**config.mk**
```make
export PLATFORM = sky130hd
export DESIGN_NAME = ddr_stream_wr_packer
export DESIGN_NICKNAME = d
export VERILOG_FILES = /design/src/rtl/ddr_stream_wr_packer.sv
export SDC_FILE = /design/constraint.sdc
export NUM_CORES = 2
export LEC_CHECK = 0
export BUFFER_PORTS_ARGS = -buffer_cell sky130_fd_sc_hd__buf_2
export CAP_MARGIN = 30
export CORE_UTILIZATION = 40
export CTS_BUF_LIST = sky130_fd_sc_hd__clkbuf_8
export DETAILED_ROUTE_END_ITERATION = 10
export HOLD_SLACK_MARGIN = 0.06
export SYNTH_ARGS = -nofsm -noshare
export SYNTH_HDL_FRONTEND = slang
export SYNTH_SLANG_ARGS = --single-unit
```
**constraint.sdc**
```tcl
create_clock -name i_clk -period 3.6 [get_ports i_clk]
set_clock_uncertainty 0.2 [all_clocks]
set_input_delay 0.18 -clock i_clk [delete_from_list [all_inputs] [get_ports i_clk]]
set_output_delay 0.18 -clock i_clk [all_outputs]
set_load 0.02 [all_outputs]
```
**src/rtl/ddr_stream_wr_packer.sv**
```systemverilog
// Packs a 64-bit stream into 512-bit ping-pong buffers and drains each buffer
// as a two-beat 256-bit write burst on a DDR controller port.
module ddr_stream_wr_packer #(
    parameter int unsigned ADDR_STEP = 8
) (
    input  logic         i_clk,
    input  logic         i_rst_n,
    input  logic         i_start,
    input  logic [31:0]  i_base_addr,
    input  logic [63:0]  i_tdata,
    input  logic         i_tvalid,
    input  logic         i_tlast,
    output logic         o_tready,
    output logic [255:0] o_wr_data,
    output logic [31:0]  o_wr_data_be,
    output logic         o_wr_data_valid,
    output logic [31:0]  o_wr_addr,
    input  logic         i_wr_ack,
    output logic         o_busy,
    output logic         o_done,
    output logic [15:0]  o_burst_cnt
);

    typedef enum logic [1:0] {
        ST_IDLE,
        ST_BEAT0,
        ST_BEAT1
    } state_t;

    state_t       state;
    logic [511:0] buf_data [2];
    logic [63:0]  buf_be   [2];
    logic [1:0]   buf_full;
    logic [1:0]   buf_last;
    logic         fill_ptr;
    logic         drain_ptr;
    logic [2:0]   word_cnt;
    logic         last_seen;
    logic [31:0]  addr;

    logic         accept;
    logic         close_buf;
    logic         ack;
    logic [63:0]  fill_be;
    logic [31:0]  addr_next;

    always_comb begin
        o_tready  = o_busy & ~buf_full[fill_ptr] & ~last_seen;
        accept    = i_tvalid & o_tready;
        close_buf = accept & ((word_cnt == 3'd7) | i_tlast);
        ack       = i_wr_ack & o_wr_data_valid;
        addr_next = addr + 32'(ADDR_STEP);
        // First word of a fill re-arms the whole mask so stale bits never leak.
        fill_be   = (word_cnt == 3'd0) ? '1 : buf_be[fill_ptr];
        fill_be[{word_cnt, 3'b000} +: 8] = '0;
    end

    // Payload storage needs no reset: the byte mask marks unwritten lanes.
    always_ff @(posedge i_clk) begin
        if (accept) begin
            buf_data[fill_ptr][{word_cnt, 6'b000000} +: 64] <= i_tdata;
        end
    end

    always_ff @(posedge i_clk or negedge i_rst_n) begin
        if (!i_rst_n) begin
            state           <= ST_IDLE;
            buf_be[0]       <= '0;
            buf_be[1]       <= '0;
            buf_full        <= '0;
            buf_last        <= '0;
            fill_ptr        <= 1'b0;
            drain_ptr       <= 1'b0;
            word_cnt        <= '0;
            last_seen       <= 1'b0;
            addr            <= '0;
            o_wr_data       <= '0;
            o_wr_data_be    <= '0;
            o_wr_data_valid <= 1'b0;
            o_wr_addr       <= '0;
            o_busy          <= 1'b0;
            o_done          <= 1'b0;
            o_burst_cnt     <= '0;
        end else begin
            o_done <= 1'b0;

            if (i_start && !o_busy) begin
                addr        <= i_base_addr;
                o_burst_cnt <= '0;
                o_busy      <= 1'b1;
                last_seen   <= 1'b0;
                word_cnt    <= '0;
                fill_ptr    <= 1'b0;
                drain_ptr   <= 1'b0;
            end

            if (accept) begin
                buf_be[fill_ptr] <= fill_be;
                if (close_buf) begin
                    buf_full[fill_ptr] <= 1'b1;
                    buf_last[fill_ptr] <= i_tlast;
                    fill_ptr           <= ~fill_ptr;
                    word_cnt           <= '0;
                end else begin
                    word_cnt <= word_cnt + 3'd1;
                end
                if (i_tlast) begin
                    last_seen <= 1'b1;
                end
            end

            case (state)
                ST_IDLE: begin
                    if (buf_full[drain_ptr]) begin
                        state           <= ST_BEAT0;
                        o_wr_data_valid <= 1'b1;
                        o_wr_data       <= buf_data[drain_ptr][255:0];
                        o_wr_data_be    <= buf_be[drain_ptr][31:0];
                        o_wr_addr       <= addr;
                    end
                end
                ST_BEAT0: begin
                    if (ack) begin
                        state        <= ST_BEAT1;
                        o_wr_data    <= buf_data[drain_ptr][511:256];
                        o_wr_data_be <= buf_be[drain_ptr][63:32];
                    end
                end
                ST_BEAT1: begin
                    if (ack) begin
                        buf_full[drain_ptr] <= 1'b0;
                        drain_ptr           <= ~drain_ptr;
                        addr                <= addr_next;
                        o_burst_cnt         <= o_burst_cnt + 16'd1;
                        if (buf_last[drain_ptr]) begin
                            o_done <= 1'b1;
                            o_busy <= 1'b0;
                        end
                        // Chain straight into the other buffer to avoid a valid bubble.
                        if (buf_full[~drain_ptr]) begin
                            state        <= ST_BEAT0;
                            o_wr_data    <= buf_data[~drain_ptr][255:0];
                            o_wr_data_be <= buf_be[~drain_ptr][31:0];
                            o_wr_addr    <= addr_next;
                        end else begin
                            state           <= ST_IDLE;
                            o_wr_data_valid <= 1'b0;
                        end
                    end
                end
                default: begin
                    state           <= ST_IDLE;
                    o_wr_data_valid <= 1'b0;
                end
            endcase
        end
    end

endmodule

```
==> results.cfg <==
[run_status]
status = completed

[synth]
muxShareOfSynthArea = 0.05178
synth_top_cell_by_area = edfxtp_1
synth_xor_area_frac = 0.003586
ys.flop_type = edfxtp_1
synth-warning-count = 0
avgSynthCellArea_um2 = 12.62
synthDistinctLibCells = 63
synth_edf_count = 1024
yosys.area_share.simple = 0.09550
synth_top_family_by_area = compound AO/OA/AOI/OAI gates
yosys-top-cells-area = edfxtp_1 (47%), dfrtp_1 (19%), a21oi_1 (6.7%)
synth_nets = 5338
synthArstFlopShare = 0.3329
ys_ff_latch = 1535
syn_inst = 5226
synthesis.area_um2 = 65940
synth_top_cell_area_share = 0.4663
synth_compound_area_frac = 0.1553
seq_area_frac_synth = 0.6603
synth_fa_ha_area_frac = 0.001898

[floorplan]
fp.dieH_um = 408.0
rows = 148
die_area_um2 = 166500
core_um2 = 163100
ios = 442
start_util = 0.4042
die_w_um = 408.0

[hold_path]
worstHoldStart = i_tdata[22]
hold_class = input port to flop

[clocking]
cts_root_buf = clkbuf_8
clock_path_buffers = 4
cts_tree = built
cts_sinks = 1535
cts_buffers = 283
clk_latency_ns = 1.01
htreeDepth = 5
clk_pin_slew_ns = 0.06

[timing]
slew_headroom = 0.2885
fin_crit_sh = 0.9277
period_minus_slack_ns = 3.340
rsz0062_at_grt = false
slew_violations = 0
tightest_slew_ns = 1.063
max_freq_mhz = 299.4
hold_viol_final = 0
fin_setup_tns_ns = 0
finalSetupViolCount = 0

[setup_path]
crit_top_cell = dlygate4sd3_1
required_ns = 4.29
crit_slowest_cell = dlygate4sd3_1
crit_arrival_ns = 4.03
crit_type = flop to flop
worst-path-buf-inv = 5
path_max_fanout = 33
crit_path_end_kind = flop
regToRegStartpoint = state[0]
critPathLaunchType = flop
crit_path_start = state[0]
crit_path_max_incr_delay_ns = 0.58
critPathTopFamily = buffers and inverters
path_cells = inv_1 -> ha_2 -> buf_6 -> nand3_1 -> buf_4 -> nor4_1 -> a21oi_1 -> dlygate4sd3_1 -> nand2_1 -> dlygate4sd3_1

[power_and_ir_drop]
finalPower_mw = 68.12
leakage_nw = 28.95
powerDensity_nw_per_um2 = 868.5
ir_drop_uv = 1546

[detailed_routing]
drt_iter0_markers = 5033
drc = 0
dr.pass1.iters = 6
via_per_inst = 5.690
avgRoutedWirePerCell_um = 24.68
num_vias = 47140
wirelength_mm = 204.5
ant_nets = 0

[global_routing]
grt_pass1_wl_mm = 299.5
grt_pass1_vias = 45800
grt_max_degree = 120
antenna_found_initial = 51
track_usage = 0.2405
gr-total-overflow = 0

[placed_design]
dp_hpwl_mm = 124.3
port_buffers = 441
place_congestion = 0.8037

[finish]
mostFrequentLayoutCell = edfxtp_1
nFillCells = 14640
drive_gt1_frac = 0.2171
nNetsFinal = 5992
area_growth_pct = 18.95
layout_common_cells = edfxtp_1 (1,024), a21oi_1 (886), and2_1 (517)

[run]
drv_cap = 0
## path summary, 6_finish.rpt
kind	to	cells past startpoint	slack, ns
min in group asynchronous	o_wr_data[191]	4	0.20
min	buf_data[1][22]	3	0.16
max reg2reg	addr[8]	10	0.26
min reg2reg	o_wr_addr[22]	2	0.27
max in group asynchronous	buf_be[107]	7	1.99
max	addr[8]	10	0.26
## per-stage QoR
step,setup slack (ns),cell area [um2],instances,util,hold slack [ns]
global placement,0.6053,71190,7580,0.4364,0.03150
global route,0.04499,78370,8258,0.4804,0.1062
CTS,0.02350,78350,8254,0.4803,0.06033
detailed placement,0.6152,71190,7580,0.4364,0.03172
floorplan,0.03644,65970,5226,-,-0.3156
finish,0.2601,78440,8284,0.4808,0.1609
## worst min-delay path, stage by stage
cell and delay [ns]:
dlygate4sd3_1 0.53, buf_2 0.26, and2_1 0.21
## registers in the layout (all words and copies together), names as in the netlist, 2 cells and up
signal        flops
buf_full          2
o_wr_addr        32
o_wr_data       256
buf_be          128
o_wr_data_be     32
state             2
word_cnt          3
buf_last          2
addr             32
o_burst_cnt      16
buf_data       1024
## layout make-up
class | count | area, um2 | area share
clock buffers | 334 | 4597 | 0.05861
multi-input cells | 3227 | 20410 | 0.2602
inverters | 29 | 161.4 | 0.002058
clock inverters | 150 | 644.4 | 0.008215
diodes | 30 | 75.07 | 0.0009571
repair buffers | 804 | 6290 | 0.08019
flip-flops and latches | 1535 | 43540 | 0.5551
well taps | 2175 | 2721 | 0.03470
## layer usage
| layer | vias to the layer above | track usage | share of wire |
|---|---|---|---|
| met3 | 299 | 0.04970 | 0.086 |
| met1 | 23720 | 0.3436 | 0.43 |
| met4 | 8 | 0.08945 | 0.031 |
| met2 | 2067 | 0.3599 | 0.45 |
| li1 | 21050 | - | - |
| met5 | - | 0 | 0.00026 |
## cells in the mapped netlist (10+ instances only)
cell / n
a22oi_1: 288
clkbuf_1: 263
buf_2: 100
and2_1: 521
nand2_1: 127
nand3_1: 26
nor3_1: 19
buf_1: 35
nor4_1: 13
edfxtp_1: 1024
buf_4: 12
inv_1: 18
nand4_1: 19
nor2_1: 496
dfrtp_1: 511
o21a_1: 49
o22ai_1: 10
mux2i_1: 10
ha_1: 10
mux2_2: 293
buf_6: 23
a21oi_1: 886
o21ai_0: 55
clkinv_1: 10
a221oi_1: 288
xnor2_1: 19
## power breakdown
part	switching [mW]	internal [mW]	total (mW)
sequential	2.30	22.2	24.6
clock	7.24	8.44	15.7
combinational	17.8	10.1	27.9
## cells by family after synthesis
family / count (synthesis)
adder cells (fa/ha/maj): 10
AND/OR/NAND/NOR: 1257
AO/OA/AOI/OAI: 1629
multiplexers: 304
buffers and inverters: 464
XOR/XNOR: 27
flip-flops: 1535
## timing repair
action / 4_1_cts / 5_1_grt
resized for setup: 0 / 3
setup buffers: 0 / 0
endpoints found under the setup margin: 0 / 3
endpoints found under the hold margin: 1952 / 0
hold buffers: 190 / 0
Power figures use the tool's default switching activity.
